## src/rtl/exec_pkg.sv

```systemverilog
// Shared types for the integer execute writeback path: in-flight tag layout and trap causes.
package exec_pkg;
  localparam int XLEN_DEF  = 32;
  localparam int ALEN_DEF  = 32;
  localparam int DEPTH_DEF = 2;

  typedef enum logic [3:0] {
    CAUSE_MISALIGN_FETCH = 4'd0,
    CAUSE_FETCH_FAULT    = 4'd1,
    CAUSE_ILLEGAL        = 4'd2,
    CAUSE_BREAKPOINT     = 4'd3,
    CAUSE_MISALIGN_LOAD  = 4'd4,
    CAUSE_LOAD_FAULT     = 4'd5
  } trap_cause_e;

  // addr width is fixed by the package; the top-level ALEN must match it
  typedef struct packed {
    logic [4:0]          rd;
    logic [ALEN_DEF-1:0] addr;
    logic                killed;
  } inflight_t;
endpackage

```

## src/rtl/exec_int_writeback_inflight_fifo.sv

```systemverilog
// Circular tag FIFO with wrap-bit pointers and a kill-all port that poisons every stored entry.
module inflight_fifo
  import exec_pkg::*;
#(
  parameter int DEPTH = DEPTH_DEF
) (
  input  logic      clk,
  input  logic      rst_n,
  input  logic      push,
  input  inflight_t push_data,
  input  logic      pop,
  input  logic      kill_all,
  output inflight_t head,
  output logic      full,
  output logic      empty
);
  localparam int PW = $clog2(DEPTH);

  logic [PW:0] wrptr, rdptr;
  inflight_t   mem [DEPTH];

  assign empty = (wrptr == rdptr);
  assign full  = (wrptr[PW] != rdptr[PW]) && (wrptr[PW-1:0] == rdptr[PW-1:0]);
  assign head  = mem[rdptr[PW-1:0]];

  always_ff @(posedge clk or negedge rst_n) begin
    if (!rst_n) begin
      wrptr <= '0;
      rdptr <= '0;
      for (int i = 0; i < DEPTH; i++) mem[i] <= '0;
    end else begin
      if (kill_all)
        for (int i = 0; i < DEPTH; i++) mem[i].killed <= 1'b1;
      // an entry pushed alongside the kill is younger than the faulting op, so it dies too
      if (push) begin
        mem[wrptr[PW-1:0]]        <= push_data;
        mem[wrptr[PW-1:0]].killed <= push_data.killed | kill_all;
        wrptr                     <= wrptr + 1'b1;
      end
      if (pop) rdptr <= rdptr + 1'b1;
    end
  end
endmodule

```

## src/rtl/exec_int_writeback.sv

```systemverilog
// Result consumer for exec_int: matches result strobes to in-flight ops, writes the regfile,
// raises traps, and keeps a per-register busy scoreboard for decode hazard checks.
module exec_int_writeback
  import exec_pkg::*;
#(
  parameter int XLEN  = XLEN_DEF,
  parameter int ALEN  = ALEN_DEF,
  parameter int DEPTH = DEPTH_DEF
) (
  input  logic            clk,
  input  logic            rst_n,
  input  logic            issue_valid,
  output logic            issue_ready,
  input  logic [4:0]      issue_rd,
  input  logic            issue_is_muldiv,
  input  logic [ALEN-1:0] issue_addr,
  input  logic            exec_int_output_valid,
  input  logic            exec_int_exception,
  input  logic [3:0]      exec_int_trap_cause,
  input  logic [XLEN-1:0] exec_int_result,
  input  logic [4:0]      query_rs1,
  input  logic [4:0]      query_rs2,
  output logic            query_hazard,
  output logic            wb_valid,
  output logic [4:0]      wb_rd,
  output logic [XLEN-1:0] wb_data,
  output logic            trap_valid,
  output logic [3:0]      trap_cause,
  output logic [ALEN-1:0] trap_addr,
  input  logic            trap_ack,
  output logic            protocol_error
);
  localparam int CW = $clog2(DEPTH + 1);

  inflight_t           push_data, head;
  logic                full, empty, fire, pop, kill_all, muldiv_shadow;
  logic                inc, dec;
  logic [31:0][CW-1:0] cnt;
  logic [31:0]         busy;

  assign issue_ready = !full && !trap_valid && !muldiv_shadow;
  assign fire        = issue_valid && issue_ready;
  assign pop         = exec_int_output_valid && !empty;
  assign kill_all    = pop && !head.killed && exec_int_exception;
  assign inc         = fire && (issue_rd != 5'd0);
  assign dec         = pop && (head.rd != 5'd0);

  always_comb begin
    push_data        = '0;
    push_data.rd     = issue_rd;
    push_data.addr   = issue_addr;
    push_data.killed = 1'b0;
  end

  inflight_fifo #(.DEPTH(DEPTH)) u_fifo (
    .clk       (clk),
    .rst_n     (rst_n),
    .push      (fire),
    .push_data (push_data),
    .pop       (pop),
    .kill_all  (kill_all),
    .head      (head),
    .full      (full),
    .empty     (empty)
  );

  always_comb begin
    busy = '0;
    for (int r = 1; r < 32; r++) busy[r] = (cnt[r] != '0);
  end

  // no same-cycle pop bypass: decode sees the busy bit drop one cycle after the result
  assign query_hazard = busy[query_rs1] || busy[query_rs2];

  // per-register in-flight count, so a younger op to the same rd keeps the bit set
  always_ff @(posedge clk or negedge rst_n) begin
    if (!rst_n) begin
      cnt <= '0;
    end else begin
      for (int r = 1; r < 32; r++) begin
        case ({inc && (issue_rd == 5'(r)), dec && (head.rd == 5'(r))})
          2'b10:   cnt[r] <= cnt[r] + 1'b1;
          2'b01:   cnt[r] <= cnt[r] - 1'b1;
          default: ;
        endcase
      end
    end
  end

  always_ff @(posedge clk or negedge rst_n) begin
    if (!rst_n) begin
      muldiv_shadow  <= 1'b0;
      wb_valid       <= 1'b0;
      wb_rd          <= '0;
      wb_data        <= '0;
      trap_valid     <= 1'b0;
      trap_cause     <= '0;
      trap_addr      <= '0;
      protocol_error <= 1'b0;
    end else begin
      muldiv_shadow <= fire && issue_is_muldiv;
      wb_valid      <= 1'b0;
      if (exec_int_output_valid && empty) protocol_error <= 1'b1;
      if (trap_valid && trap_ack) trap_valid <= 1'b0;
      if (pop && !head.killed) begin
        if (exec_int_exception) begin
          if (!trap_valid) begin
            trap_valid <= 1'b1;
            trap_cause <= exec_int_trap_cause;
            trap_addr  <= head.addr;
          end
        end else if (head.rd != 5'd0) begin
          wb_valid <= 1'b1;
          wb_rd    <= head.rd;
          wb_data  <= exec_int_result;
        end
      end
    end
  end
endmodule
```

## config.mk

```make
export PLATFORM = sky130hd
export DESIGN_NAME = exec_int_writeback
export DESIGN_NICKNAME = d
export VERILOG_FILES = /design/src/rtl/exec_pkg.sv /design/src/rtl/exec_int_writeback_inflight_fifo.sv /design/src/rtl/exec_int_writeback.sv
export SDC_FILE = /design/constraint.sdc
export NUM_CORES = 1
export LEC_CHECK = 0
export CORE_UTILIZATION = 25
export DETAILED_ROUTE_END_ITERATION = 8
export PLACE_DENSITY_LB_ADDON = 0.1
export RECOVER_POWER = 25
export SLEW_MARGIN = 20
export SYNTH_ARGS = -nofsm -noshare
export SYNTH_HDL_FRONTEND = slang
export SYNTH_SLANG_ARGS = --single-unit
export TNS_END_PERCENT = 30
```

## constraint.sdc

```tcl
create_clock -name clk -period 6 [get_ports clk]
set_clock_uncertainty 0.1 [all_clocks]
set_input_delay 0.6 -clock clk [delete_from_list [all_inputs] [get_ports clk]]
set_output_delay 0.6 -clock clk [all_outputs]
set_load 0.02 [all_outputs]
```

==> results_tabular.tex, run 1 <==
\begin{tabular}{lr}
\hline
Metric & Value \\
\hline
\multicolumn{2}{l}{\textbf{Place}} \\
Dpl cell area & between 10000 and 15000 µm² \\
Detailed-placement wirelength estimate & between 15 and 20 mm \\
Post-Place Setup Slack & 2050 ps \\
Final GP Congestion & between 0.7 and 0.8 \\
Count of port buffers added during placement & 167 \\
\multicolumn{2}{l}{\textbf{Yosys}} \\
Number of synthesis warnings & 0 \\
Ys flop type & sky130\_fd\_sc\_hd\_\_dfrtp\_1 \\
Synthesized netlist net count & approximately 1100 \\
Number of distinct library cells after synthesis & 48 \\
Count of flip-flops with a built-in enable after synthesis & 0 \\
Number of instances in the synthesized netlist & roughly 940 \\
Asr flop ratio synth & 100\% \\
Number of synthesized register bits & 219 \\
Post-synthesis instance area & $\sim$10000 µm² \\
Mean post-synth cell area & about 11 µm² \\
Seq/Total Area, Yosys & a little over half \\
\multicolumn{2}{l}{\textbf{Floorplan}} \\
Die footprint & between 40000 and 50000 µm² \\
Die X & 205 µm \\
Number of rows created at floorplan & 74 \\
Initial core utilization & roughly a quarter \\
Placeable Area & about 40000 µm² \\
Height of the die & roughly 210 µm \\
Number of top-level pins & 168 \\
\multicolumn{2}{l}{\textbf{Pwr}} \\
Leak Pwr & approximately 0.0058 µW \\
Peak supply drop & around 0.00026 V \\
Total power density per cell area & roughly 550 nW/µm² \\
\multicolumn{2}{l}{\textbf{Clock network}} \\
Clock latency on the worst-skew pair & approximately 570 ps \\
Postcts setup bufs & 0 \\
Number of H-tree levels & 1 \\
CTS Buf Count & 28 \\
Clock tree from TritonCTS & done \\
Number of cells upsized or downsized after cts & 0 \\
Clock slew seen by the registers of the worst setup and hold paths & 60 ps \\
Clock Root Buffer & sky130\_fd\_sc\_hd\_\_clkbuf\_16 \\
CTS hold repair buffers & 1 \\
Number of sinks on the clock net & between 200 and 250 \\
Largest buffer count on any clock path & 3 \\
\multicolumn{2}{l}{\textbf{Cells and area}} \\
Combined area of the multi-input logic cells & between 4000 and 5000 µm² \\
Nets@finish & around 1200 \\
FILL cells & about 4100 \\
Area of all sequential standard cells & 5480 µm² \\
Synth-to-Final Area Change & 30.4\% \\
Cell area after layout & roughly 13000 µm² \\
Share of layout cells above drive strength 1 & roughly 12\% \\
\multicolumn{2}{l}{\textbf{Detailed routing}} \\
Post-detailed-route DRC marker count & 0 \\
Average routed wire per standard cell & approximately 16 µm \\
Number of DRC markers in iteration 0 & 244 \\
Residual antenna-violating net count after detailed routing & 0 \\
Routed vias & slightly above 7000 \\
Routed wire length & $\sim$27 mm \\
Pre-antenna DRT Iters & 4 \\
Vias per inst & 4.29 \\
\multicolumn{2}{l}{\textbf{Worst setup path}} \\
Cell family with the largest share of critical-path delay & buffers and inverters \\
Type of element capturing the critical path & primary output \\
Delay of the slowest critical-path stage & 900 ps \\
Arrival @ worst endpoint & around 3200 ps \\
Ordered cell list for the critical path & clkdlybuf4s50\_1 -> mux4\_2 -> nor3b\_1 -> or3\_1 -> nor4\_1 -> nand4\_1 -> clkdlybuf4s50\_1 \\
Category of the worst setup path launch point & input pin \\
Worst path bufs/invs & 2 \\
Most Frequent Cell on Critical Path & sky130\_fd\_sc\_hd\_\_clkdlybuf4s50\_1 \\
Cell with the biggest individual delay on the critical path & sky130\_fd\_sc\_hd\_\_clkdlybuf4s50\_1 \\
Critical Path Fanout Max & 19 \\
Crit path kind & in2out \\
Required time at the endpoint of the critical path & about 5300 ps \\
\multicolumn{2}{l}{\textbf{STA}} \\
Final count of negative-setup-slack endpoints & 0 \\
Final cycle utilization of the critical path & between 60\% and 70\% \\
Slew Limit Fails & 0 \\
Worst slew margin relative to its limit & between 20\% and 30\% \\
Slew @ Worst Pin & around 1100 ps \\
PnR worst setup slack & about 2100 ps \\
RSZ-0062 raised after global routing & false \\
Final hold vios & 0 \\
Maximum achievable frequency & approximately 0.26 GHz \\
Time the final worst path needs with I/O delays and setup & 3900 ps \\
Sum of negative setup slack & 0 ps \\
\multicolumn{2}{l}{\textbf{Run}} \\
Count of maximum capacitance violations & 0 \\
\multicolumn{2}{l}{\textbf{Global route}} \\
Leftover overflow at the end of global routing & 0 \\
Total global routing track utilization & a little over an eighth \\
Number of global-route vias before repair & between 7000 and 8000 \\
Wire length of the first global-routing pass & about 44 mm \\
Largest net degree at the start of global routing & approximately 130 \\
Number of antenna violations at the first check in global routing & 3 \\
\multicolumn{2}{l}{\textbf{Worst hold path}} \\
Classification of the worst-slack hold path & reg2reg \\
\multicolumn{2}{l}{\textbf{Run status}} \\
Result of the run & finished, final reports clean \\
\hline
\end{tabular}
## cell usage after synthesis, types with 3 or more instances
cell	number	area [µm²]
sky130_fd_sc_hd__a21oi_1	45	225
sky130_fd_sc_hd__buf_6	4	45.0
sky130_fd_sc_hd__nand3_1	14	70.1
sky130_fd_sc_hd__and2_1	4	25.0
sky130_fd_sc_hd__mux2_2	68	766
sky130_fd_sc_hd__o22ai_1	3	18.8
sky130_fd_sc_hd__nand2b_1	5	31.3
sky130_fd_sc_hd__nor3_1	23	115
sky130_fd_sc_hd__inv_1	7	26.3
sky130_fd_sc_hd__a31oi_1	4	25.0
sky130_fd_sc_hd__nor3b_1	8	60.1
sky130_fd_sc_hd__clkbuf_1	13	48.8
sky130_fd_sc_hd__nand2_1	146	548
sky130_fd_sc_hd__xor2_1	33	289
sky130_fd_sc_hd__nor2b_1	9	56.3
sky130_fd_sc_hd__a2111oi_0	4	35.0
sky130_fd_sc_hd__nand4_1	4	25.0
sky130_fd_sc_hd__ha_1	31	388
sky130_fd_sc_hd__a211oi_1	9	67.6
sky130_fd_sc_hd__mux4_2	3	67.6
sky130_fd_sc_hd__mux2_4	10	150
sky130_fd_sc_hd__buf_1	3	11.3
sky130_fd_sc_hd__mux2i_1	37	370
sky130_fd_sc_hd__dfrtp_1	219	5480
sky130_fd_sc_hd__nor2_1	117	439
sky130_fd_sc_hd__buf_2	20	100
sky130_fd_sc_hd__o21ai_0	7	35.0
sky130_fd_sc_hd__xnor2_1	66	578
## stage by stage
step,hold slack (ps),cells,util (%),total power [µW]
after global placement,357,1608,30.8,5820
after CTS,370,1661,33.1,7580
after detailed placement,358,1608,30.8,5830
final,362,1662,33.0,7400
after global routing,383,1662,33.0,7960
after floorplan,204,943,-,4660
## worst reg2reg max path, stage by stage (launching register included)
cell                       delay (ps)
sky130_fd_sc_hd__dfrtp_1          420
sky130_fd_sc_hd__xnor2_1          210
sky130_fd_sc_hd__a211oi_1         480
sky130_fd_sc_hd__nand2_1          220
sky130_fd_sc_hd__nor3b_1          680
sky130_fd_sc_hd__and2_1           340
sky130_fd_sc_hd__nand3_1          110
sky130_fd_sc_hd__ha_1             330
sky130_fd_sc_hd__nor2_1           140
sky130_fd_sc_hd__xor2_1           170
## power breakdown
group	leakage, µW	internal [µW]	switching (µW)
Combinational	0.00271	1490	1560
Clock	0.000452	979	677
Sequential	0.00265	2200	500
Total	0.00581	4670	2730
## cell families after synthesis
| logic type | after synthesis | share of synthesized area [%] |
|---|---|---|
| compound gates | 89 | 5.47 |
| xor+xnor | 99 | 8.40 |
| fa+ha+maj | 31 | 3.76 |
| buf+inv | 48 | 2.28 |
| flops | 219 | 53.1 |
| mux | 118 | 13.1 |
| simple gates | 339 | 13.9 |
## final cells by class
type                            count  share of cell area, %
Tap cell                          532                   4.94
Clock inverter                     12                  0.855
Multi-Input combinational cell    676                   34.2
Antenna cell                        1                 0.0186
Inverter                            8                  0.223
Sequential cell                   219                   40.7
Timing Repair Buffer              174                   13.0
Clock buffer                       40                   5.98
## layer usage
layer / share of wire [%] / track usage, % / vias to the layer above
li1: - / - / 3520
met5: 0.091 / 0 / -
met2: 44 / 20.6 / 142
met3: 6.8 / 3.96 / 41
met4: 2.2 / 3.44 / 4
met1: 47 / 18.2 / 3427
## layout by cell type, fill, tap and decap left out, types with 5 or more instances in the layout
cell                              instances
sky130_fd_sc_hd__clkdlybuf4s50_1        166
sky130_fd_sc_hd__nand3_1                 14
sky130_fd_sc_hd__clkbuf_8                 6
sky130_fd_sc_hd__nor2b_1                  9
sky130_fd_sc_hd__mux2_4                  10
sky130_fd_sc_hd__a21oi_1                 45
sky130_fd_sc_hd__o21ai_0                  7
sky130_fd_sc_hd__nor2_1                 117
sky130_fd_sc_hd__clkbuf_16               28
sky130_fd_sc_hd__xnor2_1                 66
sky130_fd_sc_hd__nand2b_1                 5
sky130_fd_sc_hd__ha_1                    31
sky130_fd_sc_hd__inv_1                    7
sky130_fd_sc_hd__dfrtp_1                218
sky130_fd_sc_hd__nor3_1                  23
sky130_fd_sc_hd__xor2_1                  33
sky130_fd_sc_hd__clkinv_2                 8
sky130_fd_sc_hd__clkbuf_1                 6
sky130_fd_sc_hd__mux2_2                  68
sky130_fd_sc_hd__mux2i_1                 37
sky130_fd_sc_hd__nand2_1                147
sky130_fd_sc_hd__nor3b_1                  8
sky130_fd_sc_hd__a211oi_1                10
## worst paths after layout
check	from	slack, ps	to	cells past startpoint
max in group asynchronous	rst_n	4050	u_fifo.rdptr[0]	3
hold reg to reg	cnt[5]	360	cnt[5]	1
setup reg to reg	u_fifo.wrptr[0]	2750	cnt[55]	9
setup / recovery	query_rs1[0]	2100	query_hazard	7
min in group asynchronous	rst_n	510	wb_data[10]	2
hold / removal	cnt[5]	360	cnt[5]	1
Note: power is estimated with default switching activity, not from simulation.
==> run 2: changes to the inputs <==
Clock period 6 ns to 4.09 ns, I/O delays scaled along.
==> results_tabular.tex, run 2 (synthesized netlist as in run 1, its figures left out) <==
\begin{tabular}{lr}
\hline
Metric & Value \\
\hline
\multicolumn{2}{l}{\textbf{Run status}} \\
Result of the run & complete, but fails checks \\
Failing checks & capacitance limit, slew limit \\
\multicolumn{2}{l}{\textbf{STA}} \\
Final cycle utilization of the critical path & approximately 86\% \\
Slew Limit Fails & 86 \\
Final hold vios & 0 \\
Slew @ Worst Pin & 2140 ps \\
Sum of negative setup slack & 0 ps \\
Maximum achievable frequency & approximately 0.29 GHz \\
RSZ-0062 raised after global routing & false \\
PnR worst setup slack & just under 600 ps \\
Smallest hold slack & between 200 and 300 ps \\
Final count of negative-setup-slack endpoints & 0 \\
Worst slew margin relative to its limit & -42.6\% \\
Time the final worst path needs with I/O delays and setup & 3500 ps \\
\multicolumn{2}{l}{\textbf{Detailed routing}} \\
Pre-antenna DRT Iters & 4 \\
Routed vias & approximately 7300 \\
Average routed wire per standard cell & 16.7 µm \\
Number of DRC markers in iteration 0 & 269 \\
Residual antenna-violating net count after detailed routing & 0 \\
Vias per inst & 4.35 \\
Routed wire length & 27.9 mm \\
Post-detailed-route DRC marker count & 0 \\
\multicolumn{2}{l}{\textbf{Worst setup path}} \\
Type of element capturing the critical path & primary output \\
Category of the worst setup path launch point & input pin \\
Critical Path Fanout Max & 16 \\
Arrival @ worst endpoint & between 2000 and 3000 ps \\
Crit path kind & in2out \\
Required time at the endpoint of the critical path & $\sim$3600 ps \\
\multicolumn{2}{l}{\textbf{Place}} \\
Final GP Congestion & between 0.7 and 0.8 \\
Dpl cell area & about 13000 µm² \\
Count of port buffers added during placement & approximately 170 \\
Post-Place Setup Slack & just under 600 ps \\
Detailed-placement wirelength estimate & $\sim$19 mm \\
\multicolumn{2}{l}{\textbf{Clock network}} \\
Number of sinks on the clock net & 219 \\
Clock latency on the worst-skew pair & $\sim$570 ps \\
Clock Root Buffer & sky130\_fd\_sc\_hd\_\_clkbuf\_16 \\
Number of cells upsized or downsized after cts & 0 \\
Postcts setup bufs & 0 \\
CTS hold repair buffers & 1 \\
Clock tree from TritonCTS & done \\
Number of H-tree levels & 1 \\
CTS Buf Count & 28 \\
Largest buffer count on any clock path & 3 \\
Clock slew seen by the registers of the worst setup and hold paths & 60 ps \\
\multicolumn{2}{l}{\textbf{Cells and area}} \\
Combined area of the multi-input logic cells & roughly 4600 µm² \\
Leading cell type in the layout, fill and taps excluded & sky130\_fd\_sc\_hd\_\_dfrtp\_1 \\
FILL cells & between 4000 and 5000 \\
Diode count & 0 \\
End-of-flow core utilization & between 30 and 40\% \\
Synth-to-Final Area Change & 30.8\% \\
Share of layout cells above drive strength 1 & 13.1\% \\
Most frequent cells in the layout & sky130\_fd\_sc\_hd\_\_dfrtp\_1, sky130\_fd\_sc\_hd\_\_clkdlybuf4s50\_1, sky130\_fd\_sc\_hd\_\_nand2\_1 \\
Nets@finish & $\sim$1200 \\
Area of all sequential standard cells & between 5000 and 6000 µm² \\
Cell area after layout & around 14000 µm² \\
\multicolumn{2}{l}{\textbf{Pwr}} \\
Peak supply drop & around 0.00039 V \\
Leak Pwr & about 0.006 µW \\
Total power density per cell area & slightly above 800 nW/µm² \\
\multicolumn{2}{l}{\textbf{Global route}} \\
Number of antenna violations at the first check in global routing & 1 \\
Largest net degree at the start of global routing & about 110 \\
Number of global-route vias before repair & 7509 \\
Total global routing track utilization & 13.6\% \\
Leftover overflow at the end of global routing & 0 \\
Wire length of the first global-routing pass & $\sim$44 mm \\
\multicolumn{2}{l}{\textbf{Floorplan}} \\
Height of the die & 205 µm \\
Initial core utilization & around a quarter \\
Die X & around 200 µm \\
Die footprint & $\sim$42000 µm² \\
Number of rows created at floorplan & 74 \\
Placeable Area & between 40000 and 50000 µm² \\
Number of top-level pins & between 150 and 200 \\
\multicolumn{2}{l}{\textbf{Run}} \\
Count of maximum capacitance violations & 2 \\
\multicolumn{2}{l}{\textbf{Worst hold path}} \\
Classification of the worst-slack hold path & in2reg \\
\hline
\end{tabular}
## run 2: changes by cell type in the layout (fill, tap and decap cells not counted), moves of 2 or more
cell / before / now
sky130_fd_sc_hd__buf_12: 2 / 0
sky130_fd_sc_hd__clkinv_2: 8 / 6
sky130_fd_sc_hd__buf_4: 4 / 14
sky130_fd_sc_hd__clkbuf_8: 6 / 9
## run 2: report_power, final
group	switching (µW)	total (µW)	internal, µW
Sequential	772	4000	3230
Clock	985	2400	1420
Combinational	2280	4470	2200
## run 2: stage by stage
step | cells | total power [µW]
2_1_floorplan | 943 | 6840
6_report | 1669 | 10900
4_1_cts | 1669 | 11100
3_3_place_gp | 1618 | 8560
3_5_place_dp | 1618 | 8610
5_1_grt | 1669 | 11700
## run 2: final cells by class
class / instances / share of cell area [%]
well taps: 532 / 4.93
multi-input cells: 676 / 34.2
clock buffers: 42 / 6.24
clock inverters: 8 / 0.500
inverters: 8 / 0.222
repair buffers: 184 / 13.4
flip-flops and latches: 219 / 40.6
## run 2: critical path, stage by stage
cell                              delay (ps)
sky130_fd_sc_hd__clkdlybuf4s50_1         860
sky130_fd_sc_hd__mux4_2                  590
sky130_fd_sc_hd__a2111o_1                410
sky130_fd_sc_hd__nand4_1                 110
sky130_fd_sc_hd__clkdlybuf4s50_1         610
## run 2: worst paths after layout
check	startpoint	cells after the start	slack (ps)	to
worst max-delay path	query_rs2[2]	5	590	query_hazard
worst min register to register	cnt[47]	1	370	cnt[47]
worst min-delay path	exec_int_result[9]	3	280	wb_data[9]
worst max register to register	u_fifo.rdptr[0]	9	620	cnt[39]
min in group asynchronous	rst_n	2	330	wb_data[13]
max in group asynchronous	rst_n	3	900	asynchronous set/reset pin
## run 2: routing by layer
metal	GRT usage (%)	vias up	share of wire (%)
met5	0	-	0.043
met4	3.99	2	2.8
met3	4.18	45	6.9
met2	21.2	151	44
met1	17.9	3526	46
li1	-	3541	-
==> run 3: changes to the inputs <==
Settings changed: CORE_MARGIN from default to 3, CTS_CLUSTER_DIAMETER from default to 150.
==> results_tabular.tex, run 3 (synthesized netlist as in run 1, its figures left out) <==
\begin{tabular}{lr}
\hline
Metric & Value \\
\hline
\multicolumn{2}{l}{\textbf{Run status}} \\
Result of the run & finished, final reports clean \\
\multicolumn{2}{l}{\textbf{Clock network}} \\
Largest buffer count on any clock path & 3 \\
Clock latency on the worst-skew pair & roughly 550 ps \\
Clock tree from TritonCTS & done \\
Clock slew seen by the registers of the worst setup and hold paths & 60 ps \\
Clock Root Buffer & sky130\_fd\_sc\_hd\_\_clkbuf\_16 \\
Number of cells upsized or downsized after cts & 0 \\
Number of H-tree levels & 1 \\
Postcts setup bufs & 0 \\
Number of sinks on the clock net & around 220 \\
CTS hold repair buffers & 1 \\
CTS Buf Count & 28 \\
\multicolumn{2}{l}{\textbf{STA}} \\
Slew Limit Fails & 0 \\
Final count of negative-setup-slack endpoints & 0 \\
Time the final worst path needs with I/O delays and setup & between 3000 and 4000 ps \\
Final hold vios & 0 \\
Final cycle utilization of the critical path & 84.7\% \\
PnR worst setup slack & roughly 630 ps \\
Maximum achievable frequency & 0.289 GHz \\
Smallest hold slack & 282 ps \\
RSZ-0062 raised after global routing & false \\
Slew @ Worst Pin & about 1500 ps \\
Sum of negative setup slack & 0 ps \\
Worst slew margin relative to its limit & 1.80\% \\
\multicolumn{2}{l}{\textbf{Pwr}} \\
Peak supply drop & 0.000376 V \\
Leak Pwr & approximately 0.0059 µW \\
Tot Pwr & approximately 11000 µW \\
Total power density per cell area & 810 nW/µm² \\
\multicolumn{2}{l}{\textbf{Global route}} \\
Leftover overflow at the end of global routing & 0 \\
Number of global-route vias before repair & 7626 \\
Total global routing track utilization & about 13\% \\
Number of antenna violations at the first check in global routing & 3 \\
Global Route met1 Usage & about 18\% \\
Met2 usage in global routing & 19.8\% \\
Wire length of the first global-routing pass & 44.9 mm \\
Largest net degree at the start of global routing & between 100 and 150 \\
Global-route layer with the greatest usage & met2 \\
Global Route met3 Usage & 4.02\% \\
\multicolumn{2}{l}{\textbf{Detailed routing}} \\
Residual antenna-violating net count after detailed routing & 0 \\
Post-detailed-route DRC marker count & 0 \\
Routed wire length & $\sim$28 mm \\
Routed vias & 7146 \\
Number of DRC markers in iteration 0 & between 200 and 250 \\
Pre-antenna DRT Iters & 4 \\
Average routed wire per standard cell & 16.7 µm \\
Vias per inst & 4.30 \\
\multicolumn{2}{l}{\textbf{Cells and area}} \\
Synth-to-Final Area Change & 31.1\% \\
Leading cell type in the layout, fill and taps excluded & sky130\_fd\_sc\_hd\_\_dfrtp\_1 \\
FILL cells & roughly 4100 \\
Most frequent cells in the layout & sky130\_fd\_sc\_hd\_\_dfrtp\_1, sky130\_fd\_sc\_hd\_\_clkdlybuf4s50\_1, sky130\_fd\_sc\_hd\_\_nand2\_1 \\
Share of layout cells above drive strength 1 & a little over an eighth \\
Final instance count without filler cells & approximately 1700 \\
Diode count & 0 \\
Nets@finish & around 1200 \\
\multicolumn{2}{l}{\textbf{Worst setup path}} \\
Critical Path Source & query\_rs1[0] \\
Critical Path Fanout Max & 19 \\
Setup slack of the worst register-to-register path & 700 ps \\
Arrival @ worst endpoint & 2960 ps \\
Category of the worst setup path launch point & input pin \\
R2R Path Start & u\_fifo.rdptr[0] \\
Required time at the endpoint of the critical path & 3580 ps \\
Type of element capturing the critical path & primary output \\
Crit path kind & in2out \\
\multicolumn{2}{l}{\textbf{Place}} \\
Final GP Congestion & about 0.75 \\
Count of port buffers added during placement & around 170 \\
Detailed-placement wirelength estimate & about 19 mm \\
Post-Place Setup Slack & 576 ps \\
Number of placed instances, taps included & around 1600 \\
\multicolumn{2}{l}{\textbf{Floorplan}} \\
Die footprint & approximately 44000 µm² \\
Number of top-level pins & 168 \\
Initial core utilization & between 20\% and 30\% \\
Number of rows created at floorplan & 73 \\
Height of the die & 209 µm \\
Placeable Area & a little over 40000 µm² \\
Die X & around 210 µm \\
\multicolumn{2}{l}{\textbf{Worst hold path}} \\
Start point of the worst hold path & exec\_int\_result[7] \\
Classification of the worst-slack hold path & in2reg \\
\multicolumn{2}{l}{\textbf{Run}} \\
Count of maximum capacitance violations & 0 \\
\hline
\end{tabular}
run 3: cell count changes in the layout (fill, tap and decap cells not counted):
cell,change
sky130_fd_sc_hd__clkinv_16,-1
sky130_fd_sc_hd__a2bb2oi_1,-1
sky130_fd_sc_hd__clkinvlp_4,-1
sky130_fd_sc_hd__buf_12,+1
sky130_fd_sc_hd__a2bb2oi_2,+1
sky130_fd_sc_hd__clkinv_2,-3
sky130_fd_sc_hd__clkbuf_2,+1
sky130_fd_sc_hd__buf_4,+1
sky130_fd_sc_hd__clkbuf_16,+1
sky130_fd_sc_hd__dlymetal6s4s_1,-1
sky130_fd_sc_hd__clkbuf_1,-3
sky130_fd_sc_hd__clkbuf_8,+1
sky130_fd_sc_hd__bufinv_16,+1
sky130_fd_sc_hd__inv_6,+1
run 3: per-stage QoR:
stage | cell area [µm²] | util [%]
6_report | 13500 | 33.6
5_1_grt | 13500 | 33.6
4_1_cts | 13600 | 33.6
3_5_place_dp | 12600 | 31.3
3_3_place_gp | 12600 | 31.3
2_1_floorplan | 10300 | -
run 3: final cells by class:
| class | instances | area [µm²] | share of cell area (%) |
|---|---|---|---|
| Clock buffer | 42 | 875 | 6.46 |
| Timing Repair Buffer | 185 | 1820 | 13.5 |
| Clock inverter | 5 | 53.8 | 0.397 |
| Tap cell | 525 | 657 | 4.85 |
| Multi-Input combinational cell | 676 | 4620 | 34.1 |
| Sequential cell | 219 | 5480 | 40.5 |
| Inverter | 8 | 30.0 | 0.222 |
run 3: report_power, final:
group          internal [µW]  switching (µW)
Sequential              3230             764
Combinational           2210            2270
Clock                   1520             970
run 3: per-layer routing:
metal  share of wire (%)  routed length (µm)
met1                  47               12900
met2                  44               12400
met3                 7.1                1970
met4                 1.7                 473
met5                0.12                  34
run 3: path summary, 6_finish.rpt:
kind	end	cells past startpoint
max	query_hazard	7
min	wb_data[7]	3
max reg2reg	cnt[39]	9
min reg2reg	cnt[45]	1
max in group asynchronous	wb_data[16]	3
min in group asynchronous	trap_addr[27]	2
run 3: critical path, cell delays in order:
cell and delay, ps:
sky130_fd_sc_hd__clkdlybuf4s50_1 890, sky130_fd_sc_hd__mux4_2 330, sky130_fd_sc_hd__nor3b_1 40, sky130_fd_sc_hd__or3_1 320
sky130_fd_sc_hd__nor4_1 260, sky130_fd_sc_hd__nand4_1 140, sky130_fd_sc_hd__clkdlybuf4s50_1 570
